===== src/rtl/matrix_load_unit_if.sv =====
// Bundle of the request, memory and regfile-write signals of the matrix load unit.
// master: the load unit itself; slave: the surrounding pipeline / memory / regfile.
interface matrix_load_unit_if #(
  parameter int unsigned SLICES = 4
);
  // Pipeline-side request
  logic                  start;
  logic                  mode;
  logic [31:0]           base_addr;
  logic                  flush;
  // Data-memory read port
  logic                  mem_req;
  logic [31:0]           mem_addr;
  logic                  mem_gnt;
  logic                  mem_rvalid;
  logic [31:0]           mem_rdata;
  // Status
  logic                  busy;
  logic                  done;
  // Regfile write port
  logic [1:0]            w_select;
  logic [4:0]            w_regs_addr;
  logic [31:0]           w_regs_data;
  logic [32*SLICES-1:0]  w_matrix_data;

  modport master (
    input  start, mode, base_addr, flush, mem_gnt, mem_rvalid, mem_rdata,
    output mem_req, mem_addr, busy, done, w_select, w_regs_addr, w_regs_data, w_matrix_data
  );

  modport slave (
    output start, mode, base_addr, flush, mem_gnt, mem_rvalid, mem_rdata,
    input  mem_req, mem_addr, busy, done, w_select, w_regs_addr, w_regs_data, w_matrix_data
  );
endinterface


===== src/rtl/matrix_load_unit.sv =====
// Matrix load unit: fetches SLICES consecutive words from data memory and writes them
// into the matrix register file, either as one whole-matrix write or one write per slice.
// Memory reads may be pipelined (up to SLICES outstanding); responses return in order.
module matrix_load_unit #(
  parameter int unsigned SLICES     = 4,
  parameter int unsigned WORD_BYTES = 4
) (
  input logic                clk,
  input logic                rst,
  matrix_load_unit_if.master bus
);

  localparam int unsigned CntW = $clog2(SLICES + 1);
  localparam int unsigned IdxW = $clog2(SLICES);

  localparam logic [1:0] SelNone  = 2'b00;
  localparam logic [1:0] SelSlice = 2'b10;
  localparam logic [1:0] SelWhole = 2'b11;

  typedef enum logic [1:0] {StIdle, StFetch, StWrite, StDrain} state_e;

  state_e                state;
  logic [31:0]           base_q;
  logic                  mode_q;
  logic [CntW-1:0]       issue_cnt;
  logic [CntW-1:0]       rcv_cnt;
  logic [31:0]           buffer [SLICES];

  logic                  done_q;
  logic [1:0]            w_select_q;
  logic [4:0]            w_regs_addr_q;
  logic [31:0]           w_regs_data_q;
  logic [32*SLICES-1:0]  w_matrix_data_q;

  logic                  issue_more;
  logic                  grant;
  logic                  rsp_ok;
  logic                  last_rsp;
  logic [CntW-1:0]       issue_after;
  logic [CntW-1:0]       rcv_after;
  logic [32*SLICES-1:0]  matrix_next;

  // Handshake decode; a response only counts while a request is actually outstanding,
  // which also discards stray rvalids in IDLE and after a reset.
  always_comb begin
    issue_more  = (state == StFetch) && (issue_cnt < CntW'(SLICES));
    grant       = issue_more && bus.mem_gnt;
    rsp_ok      = ((state == StFetch) || (state == StDrain)) && bus.mem_rvalid &&
                  (rcv_cnt < issue_cnt);
    last_rsp    = rsp_ok && (rcv_cnt == CntW'(SLICES - 1));
    issue_after = issue_cnt + CntW'(grant);
    rcv_after   = rcv_cnt + CntW'(rsp_ok);
  end

  // Whole-matrix image with the arriving last word placed in the top slot.
  always_comb begin
    matrix_next = '0;
    for (int i = 0; i < int'(SLICES); i++) begin
      if (i == int'(SLICES) - 1) begin
        matrix_next[32*i +: 32] = bus.mem_rdata;
      end else begin
        matrix_next[32*i +: 32] = buffer[IdxW'(i)];
      end
    end
  end

  // State-decoded outputs.
  always_comb begin
    bus.mem_req  = issue_more;
    bus.mem_addr = '0;
    if (state == StFetch) begin
      bus.mem_addr = base_q + 32'(WORD_BYTES) * 32'(issue_cnt);
    end
    bus.busy = (state != StIdle);
  end

  // Registered outputs.
  always_comb begin
    bus.done          = done_q;
    bus.w_select      = w_select_q;
    bus.w_regs_addr   = w_regs_addr_q;
    bus.w_regs_data   = w_regs_data_q;
    bus.w_matrix_data = w_matrix_data_q;
  end

  // Control FSM, counters, word buffer and registered regfile-write outputs.
  always_ff @(posedge clk or negedge rst) begin
    if (!rst) begin
      state           <= StIdle;
      base_q          <= '0;
      mode_q          <= 1'b0;
      issue_cnt       <= '0;
      rcv_cnt         <= '0;
      for (int i = 0; i < int'(SLICES); i++) begin
        buffer[i] <= '0;
      end
      done_q          <= 1'b0;
      w_select_q      <= SelNone;
      w_regs_addr_q   <= '0;
      w_regs_data_q   <= '0;
      w_matrix_data_q <= '0;
    end else begin
      // Write outputs are single-cycle pulses; idle values are all zero.
      done_q          <= 1'b0;
      w_select_q      <= SelNone;
      w_regs_addr_q   <= '0;
      w_regs_data_q   <= '0;
      w_matrix_data_q <= '0;

      if (grant) begin
        issue_cnt <= issue_after;
      end
      if (rsp_ok) begin
        buffer[rcv_cnt[IdxW-1:0]] <= bus.mem_rdata;
        rcv_cnt                   <= rcv_after;
      end

      unique case (state)
        StIdle: begin
          // Start beats a simultaneous flush; flush alone has nothing to abort.
          if (bus.start) begin
            base_q    <= {bus.base_addr[31:2], 2'b00};
            mode_q    <= bus.mode;
            issue_cnt <= '0;
            rcv_cnt   <= '0;
            state     <= StFetch;
          end
        end

        StFetch: begin
          if (bus.flush) begin
            // Any request granted up to and including this edge will still respond.
            state <= (issue_after > rcv_after) ? StDrain : StIdle;
          end else if (rsp_ok) begin
            if (mode_q) begin
              w_select_q    <= SelSlice;
              w_regs_addr_q <= 5'(rcv_cnt);
              w_regs_data_q <= bus.mem_rdata;
              if (last_rsp) begin
                done_q <= 1'b1;
                state  <= StIdle;
              end
            end else if (last_rsp) begin
              w_select_q      <= SelWhole;
              w_matrix_data_q <= matrix_next;
              done_q          <= 1'b1;
              state           <= StWrite;
            end
          end
        end

        StWrite: begin
          // Whole-matrix write is visible during this state; one cycle only.
          state <= StIdle;
        end

        StDrain: begin
          // Swallow the responses of the aborted load, then return to idle.
          if (rcv_after == issue_cnt) begin
            state <= StIdle;
          end
        end

        default: state <= StIdle;
      endcase
    end
  end

endmodule


===== src/flat_wrapper.sv =====
// flat-port wrapper written by rule: the top's interface ports become plain ports
module matrix_load_unit_flat 
#(
  parameter int unsigned SLICES     = 4,
  parameter int unsigned WORD_BYTES = 4
)
  (clk, rst, bus_start, bus_mode, bus_base_addr, bus_flush, bus_mem_gnt, bus_mem_rvalid, bus_mem_rdata, bus_mem_req, bus_mem_addr, bus_busy, bus_done, bus_w_select, bus_w_regs_addr, bus_w_regs_data, bus_w_matrix_data);
  matrix_load_unit_if #(.SLICES(SLICES)) bus_i ();
  input logic clk;
  input logic rst;
  input wire logic [$bits(bus_i.start)-1:0] bus_start;
  input wire logic [$bits(bus_i.mode)-1:0] bus_mode;
  input wire logic [$bits(bus_i.base_addr)-1:0] bus_base_addr;
  input wire logic [$bits(bus_i.flush)-1:0] bus_flush;
  input wire logic [$bits(bus_i.mem_gnt)-1:0] bus_mem_gnt;
  input wire logic [$bits(bus_i.mem_rvalid)-1:0] bus_mem_rvalid;
  input wire logic [$bits(bus_i.mem_rdata)-1:0] bus_mem_rdata;
  output wire logic [$bits(bus_i.mem_req)-1:0] bus_mem_req;
  output wire logic [$bits(bus_i.mem_addr)-1:0] bus_mem_addr;
  output wire logic [$bits(bus_i.busy)-1:0] bus_busy;
  output wire logic [$bits(bus_i.done)-1:0] bus_done;
  output wire logic [$bits(bus_i.w_select)-1:0] bus_w_select;
  output wire logic [$bits(bus_i.w_regs_addr)-1:0] bus_w_regs_addr;
  output wire logic [$bits(bus_i.w_regs_data)-1:0] bus_w_regs_data;
  output wire logic [$bits(bus_i.w_matrix_data)-1:0] bus_w_matrix_data;
  assign bus_i.start = bus_start;
  assign bus_i.mode = bus_mode;
  assign bus_i.base_addr = bus_base_addr;
  assign bus_i.flush = bus_flush;
  assign bus_i.mem_gnt = bus_mem_gnt;
  assign bus_i.mem_rvalid = bus_mem_rvalid;
  assign bus_i.mem_rdata = bus_mem_rdata;
  assign bus_mem_req = bus_i.mem_req;
  assign bus_mem_addr = bus_i.mem_addr;
  assign bus_busy = bus_i.busy;
  assign bus_done = bus_i.done;
  assign bus_w_select = bus_i.w_select;
  assign bus_w_regs_addr = bus_i.w_regs_addr;
  assign bus_w_regs_data = bus_i.w_regs_data;
  assign bus_w_matrix_data = bus_i.w_matrix_data;
  matrix_load_unit #(.SLICES(SLICES), .WORD_BYTES(WORD_BYTES)) u_core (.clk(clk), .rst(rst), .bus(bus_i));
endmodule

===== config.mk =====
export PLATFORM = sky130hd
export DESIGN_NAME = matrix_load_unit_flat
export DESIGN_NICKNAME = d
export VERILOG_FILES = /design/src/rtl/matrix_load_unit_if.sv /design/src/rtl/matrix_load_unit.sv /design/src/flat_wrapper.sv
export SDC_FILE = /design/constraint.sdc
export NUM_CORES = 1
export LEC_CHECK = 0
export BUFFER_PORTS_ARGS = -buffer_cell sky130_fd_sc_hd__buf_2
export CORE_ASPECT_RATIO = 1.1
export CORE_UTILIZATION = 45
export DETAILED_ROUTE_END_ITERATION = 8
export PLACE_DENSITY_LB_ADDON = 0.3
export REMOVE_ABC_BUFFERS = 1
export SYNTH_ARGS = -nofsm -noshare
export SYNTH_HDL_FRONTEND = slang
export SYNTH_SLANG_ARGS = --single-unit

===== constraint.sdc =====
create_clock -name clk -period 4 [get_ports clk]
set_clock_uncertainty 0.2 [all_clocks]
set_input_delay 0.8 -clock clk [delete_from_list [all_inputs] [get_ports clk]]
set_output_delay 0.8 -clock clk [all_outputs]
set_load 0.005 [all_outputs]

; ---- After elaboration in Yosys (flattened, before gate mapping)
; Index checks and enable logic that the tools add are counted.
; Widths: inputs -> output; s select.
[word_totals]
input_bits = 71
out_inout_bits = 202
elab_cells = 84
ff_bits = 335
[op_classes]
mux = 41
order_cmp = 5
bitwise_logic = 1
reduce_logical = 11
add_sub_neg = 3
n_eq_ne = 9
[ops]
columns = cell, n
row1 = $mux 128, 5
row2 = $mux 32, 6
row3 = $bwmux 128, 1
row4 = $demux 32 s2, 1
row5 = $add 32x5->32, 1
row6 = $mux 2, 13
row7 = $mux 3, 7
row8 = $mux 5, 3
row9 = $pmux 2 s4, 1
row10 = $add 3x1->3, 2
row11 = $logic_and 1x1->1, 6
row12 = $ne 3x2->1 const B, 2
row13 = $eq 2x2->1 const B, 2
row14 = $mux 1, 4
row15 = $ne 2x2->1 const B, 2
row16 = $reduce_and 4->1, 1
row17 = $eq 3x2->1 const B, 1
row18 = $eq 3x3->1, 1
row19 = $ge 3x3->1 const B, 1
row20 = $gt 3x3->1, 1
row21 = $lt 3x1->1 const B, 1
row22 = $lt 3x3->1, 1
row23 = $lt 3x3->1 const B, 1
row24 = $not 2->3, 1
row25 = 5 further kinds, 5

; ---- Logic depth before layout (Yosys ltp)
; Gate-level depths: netlist (run 1).
[logic_depth]
ltp_word = 10
depth_mapped = 14
ltp_nobuf = 14

; ---- Worst setup path after synthesis (run 1)
; No wires, ideal clock.
[synth_path]
kind = reg-to-reg
startpoint = reg u_core.issue_cnt[1]
endpoint = reg u_core.state[0]
stages_incl_launch_ff = 14
arrival_time_ns = 2.918
period_less_slack_ns = 3.264
slack_ns = 0.736
required_time_ns = 3.654
setup_time_ns = 0.146
path_cell_list = dfrtp_1 -> inv_1 -> ha_1 -> a21o_1 -> a211o_1 -> inv_2 -> ha_1 -> ha_1 -> inv_1 -> ha_1 -> nor2b_1 -> o21ai_0 -> a21oi_1 -> or4b_2
[synth_between]
elab_chain_len = 8
[synth_lines]
columns = element, line_no
row1 = "start, declared", matrix_load_unit.sv:25  ; logic [CntW-1:0] issue_cnt;
row2 = "start signal, assigned", matrix_load_unit.sv:111  ; issue_cnt <= issue_after;
row3 = $lt 3x3->1, matrix_load_unit.sv:46  ; issue_more = (state == StFetch) && (issue_cnt < CntW'(SLICES));
row4 = $logic_and 1x1->1, matrix_load_unit.sv:46
row5 = $logic_and 1x1->1, matrix_load_unit.sv:47  ; grant = issue_more && bus.mem_gnt;
row6 = $add 3x1->3, matrix_load_unit.sv:51  ; issue_after = issue_cnt + CntW'(grant);
row7 = $gt 3x3->1, matrix_load_unit.sv:133  ; state <= (issue_after > rcv_after) ? StDrain : StIdle;
row8 = $mux 2, matrix_load_unit.sv:133
row9 = $mux 2, matrix_load_unit.sv:131  ; if (bus.flush) begin
row10 = $pmux 2 s4, matrix_load_unit.sv:118  ; unique case (state)
row11 = "end signal, assigned", matrix_load_unit.sv:126  ; state <= StFetch;
row12 = "end signal, assigned", matrix_load_unit.sv:133
row13 = "end signal, assigned", matrix_load_unit.sv:141  ; state <= StIdle;
row14 = "end, declared", matrix_load_unit.sv:22  ; state_e state;
; Several ways; a longest one is shown, not always the timed one.
; A chain may end at the register's enable or synchronous reset.

; ---- Final worst setup path (run 1)
[layout_path]
startpoint = reg u_core.issue_cnt[0]
endpoint = out bus_mem_addr[26]
[layout_between]
elab_chain_len = 2
[layout_lines]
columns = element, line_no
row1 = $add 32x5->32, matrix_load_unit.sv:72  ; bus.mem_addr = base_q + 32'(WORD_BYTES) * 32'(issue_cnt);
row2 = $mux 32, matrix_load_unit.sv:71  ; if (state == StFetch) begin
row3 = "end, declared", flat_wrapper.sv:19  ; output wire logic [$bits(bus_i.mem_addr)-1:0] bus_mem_addr;
; Every way passes these cells.

==> results.ini, run 1 <==
[hold_path]
holdCritPathClass=input port to async pin

[timing]
hold_violations=0
period_share_pct=91.6
final_critical_path_setup_slack_ns=0.336
slew_violations=0
max_clock_freq_ghz=0.273
fin_hold_ws_ns=0.130
tightest_slew_ns=0.725
slew_headroom_pct=51.5
fin_crit_ns=3.66
finalSetupViolations=0
rsz0062_at_grt=no
fin_tns_setup_ns=0

[power]
p_comb_share_pct=21.2
p_per_area_nw_per_um2=600
leakage_uw=0.00640
p_int_uw=5180
p_seq_share_pct=44.8
max-vdd-ir-drop_mv=0.444
swShare_pct=26.3
switching_power_uw=1840
clockPowerShare_pct=34.0

[cts]
cts_buffers=24
cts_setup_buffers=0
htree_levels=1
clk_pin_slew_ns=0.06
clock_latency_ns=0.50
hold_buffers=0
cts_tree=yes
clock_sinks=237
root_buffer=clkbuf_16
post_cts_resized=0
clk_path_buf_depth=3

[finish]
final_layout_size_suffix_gt1_share_pct=39.4
nets=1043
n_antenna_cell=0
n_fill_cell=1718
layout.cells.non_filler=1231
area_growth_pct=23.2

[routing]
wirelength_mm=18.5
drtIter0Drc=165
dr_total_vias=5773
detail_route.first_pass.iterations=4
vias_per_cell=4.69
wl_per_cell_um=15.0
drc=0
ant_nets=0

[synthesis]
synth-simple-area-share_pct=14.4
synthMuxAreaShare_pct=12.0
synth_area_leaders=dfrtp_1, and2_1, mux2_2
syn_area_per_cell_um2=13.2
ys_ff_latch=237
synth_top_area_share_pct=62.5
synth-seq-area-share_pct=62.5
ys_types=39
synthArstFlopShare_pct=100
yosysTopAreaCell=dfrtp_1
synth_compound_area_share_pct=1.21
synth_warnings=0
synth_flop_cell=dfrtp_1
syn-cell-area_um2=9490
syn_inst=719
synthXorXnorAreaFrac_pct=3.04
synth_edf_count=0
synthAdderAreaFrac_pct=1.79
synth_top_family_by_area=simple AND/OR/NAND/NOR gates

[worst_setup_path]
worst-r2r-cell-count=13
crit_start=u_core.issue_cnt[0]
r2r-end=u_core.state[0]
endpoint_kind=output port
regToRegSetupSlack_ns=0.51
r2r-start=u_core.issue_cnt[1]
path_max_fanout=9
start_kind=register
setup.worst_path.end=bus_mem_addr[26]
critPathSlowestCell=nor3b_2
critPathRequiredTime_ns=3.00
crit_chain=ha_1 -> fa_1 -> a21oi_1 -> nor3b_2 -> nand4_1 -> xnor2_1 -> nor2_1 -> buf_2
arrival_ns=2.66
cp_slowest_stage_delay_ns=0.57
critPathKind=register to output port

[die]
die_x_um=140
start_util_pct=46.0
rows=55
die_y_um=154
die_area_um2=21700
core-area_um2=20600
io-pin-count=273

[place]
place_inst=1189
portBuffers=234
dp_slack_ns=0.489
gp_congestion=0.819
hpwl_mm=12.4

[outcome]
outcome=completed

[flow_run]
cap_violations=0

[global_routing]
grt_pass1_wl_mm=30.1
track_usage_pct=17.3
antenna_found_initial=1
grt_max_degree=102
grt-ovfl-total=0
grt_pass1_vias=5756

[power groups by stage]
stage / logic, µW / clock network, µW / registers (µW)
floorplan: 1070 / 0 / 3090
global placement: 1480 / 0 / 3160
detailed placement: 1500 / 0 / 3180
CTS: 1510 / 2460 / 3140
global route: 1680 / 2540 / 3210
finish: 1490 / 2390 / 3140
[cells in the mapped netlist, types with 6 or more instances]
cell      count
mux2_4       30
o21ai_0       8
nand4_1      19
inv_1        13
nand3_1       6
clkbuf_1     19
ha_1         12
xor2_1       22
dfrtp_1     237
nand2_1      17
xnor2_1      11
mux2_2       60
nor2_1       41
buf_4        36
and2_1      134
a21oi_1       7
[stage by stage]
step	instance area (µm²)	power (µW)	util, %
2_1_floorplan	9200	4160	-
3_3_place_gp	10800	4640	52.5
3_5_place_dp	10800	4680	52.5
4_1_cts	11700	7110	56.7
5_1_grt	11700	7420	56.7
6_report	11700	7020	56.7
[worst min-delay path by stage]
stage / from / end / slack, ns / cells after the start
floorplan: u_core.buffer[96] / u_core.bus.w_matrix_data[0] / 0.25 / 1
global placement: u_core.buffer[72] / u_core.bus.w_matrix_data[40] / 0.25 / 1
detailed placement: u_core.buffer[72] / u_core.bus.w_matrix_data[40] / 0.26 / 1
CTS: rst / u_core.bus.w_matrix_data[11] / 0.13 / 1
global route: rst / u_core.bus.w_matrix_data[41] / 0.18 / 1
finish: rst / u_core.bus.w_regs_data[16] / 0.13 / 1
[flip-flops by register name, indices dropped and copies added (netlist names)]
register / count
u_core.mode_q: 1
u_core.rcv_cnt: 3
u_core.state: 2
u_core.base_q: 30
u_core.buffer: 64
u_core.bus.w_regs_data: 32
u_core.bus.w_select: 2
u_core.bus.done: 1
u_core.bus.w_matrix_data: 96
u_core.issue_cnt: 3
u_core.bus.w_regs_addr: 3
[metal layers]
layer / up-vias / track usage [%] / part of all wire (%)
met4: 2 / 3.78 / 1.6
li1: 2753 / - / -
met5: - / 0 / 0.043
met3: 27 / 4.33 / 6.8
met2: 190 / 29.9 / 48
met1: 2801 / 22.1 / 43
[area by class of cell]
| class | instances | area (µm²) | area share, % |
|---|---|---|---|
| flip-flops and latches | 237 | 5930 | 50.7 |
| multi-input cells | 435 | 3230 | 27.6 |
| repair buffers | 247 | 1300 | 11.1 |
| clock buffers | 34 | 719 | 6.15 |
| well taps | 256 | 320 | 2.74 |
| clock inverters | 8 | 145 | 1.24 |
| inverters | 14 | 52.6 | 0.449 |
[layout by cell type, fill, tap and decap left out, types with 6 or more instances in the layout]
cell and instances:
clkbuf_16 25, inv_1 13, a21oi_1 7, buf_4 11, clkbuf_8 6, and2_1 134
buf_2 233, nor2_1 40, nand4_1 19, conb_1 36, xor2_1 22, xnor2_1 11
nand3_1 6, dfrtp_1 237, o21ai_0 8, ha_1 12, nand2_1 17, mux2_2 60
mux2_4 30
[logic make-up after synthesis]
group                      count (synthesis)
AOI/OAI and AO/OA                         20
xor gates and xnor gates                  33
adders and majority gates                 13
buffers and inverters                     82
DFF                                      237
muxes                                     91
other                                      1
and+or+nand+nor                          242
[critical path: cells and delay by family, from the launching register on]
kind,cells,cell delay [ns]
simple gates,3,0.86
fa+ha+maj,2,0.47
flops,1,0.42
xor+xnor,1,0.16
compound gates,1,0.14
buf+inv,1,0.13
No activity file was read; power rests on OpenSTA's default activity.
==> inputs of run 2 (changes only) <==
Settings changed: HOLD_SLACK_MARGIN set to 0.08, RECOVER_POWER set to 100.
==> run 2 against run 1 <==
Compared with the run above:
- the run now ends with max-capacitance violations, max-slew violations left
- count of clock-buffer cells in the layout unchanged
- sequential power about the same
- clock power about the same
- largest cell class unchanged
- largest power group unchanged
- highest routed layer unchanged
==> results.ini, run 2 (synthesis gave the netlist of run 1 again) <==
[outcome]
outcome=complete, but fails checks
violations=max-capacitance violations, max-slew violations

[power]
clockPowerShare_pct=35.0
switching_power_uw=1820
leakage_uw=0.00576
p_comb_share_pct=19.0
max-vdd-ir-drop_mv=0.435
p_per_area_nw_per_um2=598
p_int_uw=5000
swShare_pct=26.7
p_seq_share_pct=46.1

[place]
dp_slack_ns=0.489
gp_congestion=0.819
place_inst=1189
hpwl_mm=12.4
portBuffers=234

[die]
io-pin-count=273
die_x_um=140
rows=55
die_area_um2=21700
core-area_um2=20600
start_util_pct=46.0
die_y_um=154

[timing]
rsz0062_at_grt=no
max_clock_freq_ghz=0.268
slew_headroom_pct=-55.5
slew_violations=129
period_share_pct=93.5
tightest_slew_ns=2.33
finalSetupViolations=0
hold_violations=0
fin_crit_ns=3.74
final_critical_path_setup_slack_ns=0.262
fin_tns_setup_ns=0

[cts]
hold_buffers=0
clock_latency_ns=0.50
cts_buffers=24
clk_pin_slew_ns=0.06
cts_tree=yes
htree_levels=1
cts_setup_buffers=0
clk_path_buf_depth=3
post_cts_resized=0
root_buffer=clkbuf_16
clock_sinks=237

[routing]
wl_per_cell_um=14.9
drtIter0Drc=152
ant_nets=0
wirelength_mm=18.4
vias_per_cell=4.67
dr_total_vias=5749
drc=0
detail_route.first_pass.iterations=4

[worst_setup_path]
arrival_ns=2.74
critPathRequiredTime_ns=3.00
critPathKind=register to output port
path_max_fanout=12
endpoint_kind=output port
start_kind=register

[finish]
final_common_cell=dfrtp_1
n_fill_cell=1799
largest_register_ffs=96
n_antenna_cell=0
nets=1043
layout.cells.non_filler=1231
area_growth_pct=20.0
multi_input_area_um2=3110
final_layout_size_suffix_gt1_share_pct=25.7
final_cell_mix=dfrtp_1, buf_2, clkbuf_1
regArea_um2=5930

[global_routing]
grt_pass1_wl_mm=30.1
grt_max_degree=102
top_usage_layer=met2
antenna_found_initial=1
grt-ovfl-total=0
track_usage_pct=17.3
grt.met2_usage_pct=29.9
grt_pass1_vias=5756
met3_usage_pct=4.33
grt.met1_usage_pct=22.1

[hold_path]
holdCritPathClass=register to register

[flow_run]
cap_violations=2

[run 2: cell count changes in the layout (fill, tap and decap cells not counted), moves of 29 or more]
cell | before | now
mux2_4 | 30 | 1
mux2_1 | 0 | 29
buf_2 | 233 | 132
and2_1 | 134 | 84
clkbuf_1 | 3 | 103
and2_0 | 0 | 50
[run 2: power groups by stage]
stage / clock network, µW / logic (µW) / registers, µW
floorplan: 0 / 1070 / 3090
global placement: 0 / 1480 / 3160
detailed placement: 0 / 1500 / 3180
CTS: 2460 / 1510 / 3140
global route: 2540 / 1480 / 3200
finish: 2380 / 1290 / 3140
[run 2: critical path: stages, from the launching register on]
cell and delay, ns:
dfrtp_1 0.45, ha_1 0.41, nand3_1 0.14, a21oi_1 0.18
clkbuf_1 0.46, nand4_1 0.20, xor2_1 0.19, nor2_1 0.08
buf_2 0.13
[run 2: worst paths after layout]
path	startpoint	endpoint	slack, ns	cells after the start
setup / recovery	u_core.issue_cnt[2]	bus_mem_addr[31]	0.26	8
hold / removal	u_core.buffer[72]	u_core.bus.w_matrix_data[40]	0.27	1
setup reg to reg	u_core.issue_cnt[1]	u_core.state[0]	0.46	13
hold reg to reg	u_core.buffer[72]	u_core.bus.w_matrix_data[40]	0.27	1
max in group asynchronous	rst	u_core.issue_cnt[0]	0.74	2
min in group asynchronous	rst	u_core.bus.w_regs_data[16]	0.81	1
[run 2: layout make-up]
class / count / area share [%]
sequential: 237 / 52.1
tap: 256 / 2.81
timing repair buffer: 247 / 9.80
multi-input combinational: 435 / 27.3
clock buffer: 34 / 6.32
inverter: 14 / 0.461
clock inverter: 8 / 1.27
[run 2: metrics by stage]
| step | util, % | hold WS [ns] | power [µW] | cell area [µm²] |
|---|---|---|---|---|
| floorplan | - | 0.247 | 4160 | 9200 |
| global placement | 52.5 | 0.253 | 4640 | 10800 |
| detailed placement | 52.5 | 0.260 | 4680 | 10800 |
| CTS | 56.7 | 0.134 | 7110 | 11700 |
| global route | 55.2 | 0.287 | 7220 | 11400 |
| finish | 55.2 | 0.266 | 6820 | 11400 |
[run 2: layer usage]
metal  vias to the layer above  share of wire, %
met2                       188                48
met1                      2779                43
li1                       2754                 -
met4                         2               1.6
met3                        26               6.7
met5                         -             0.071
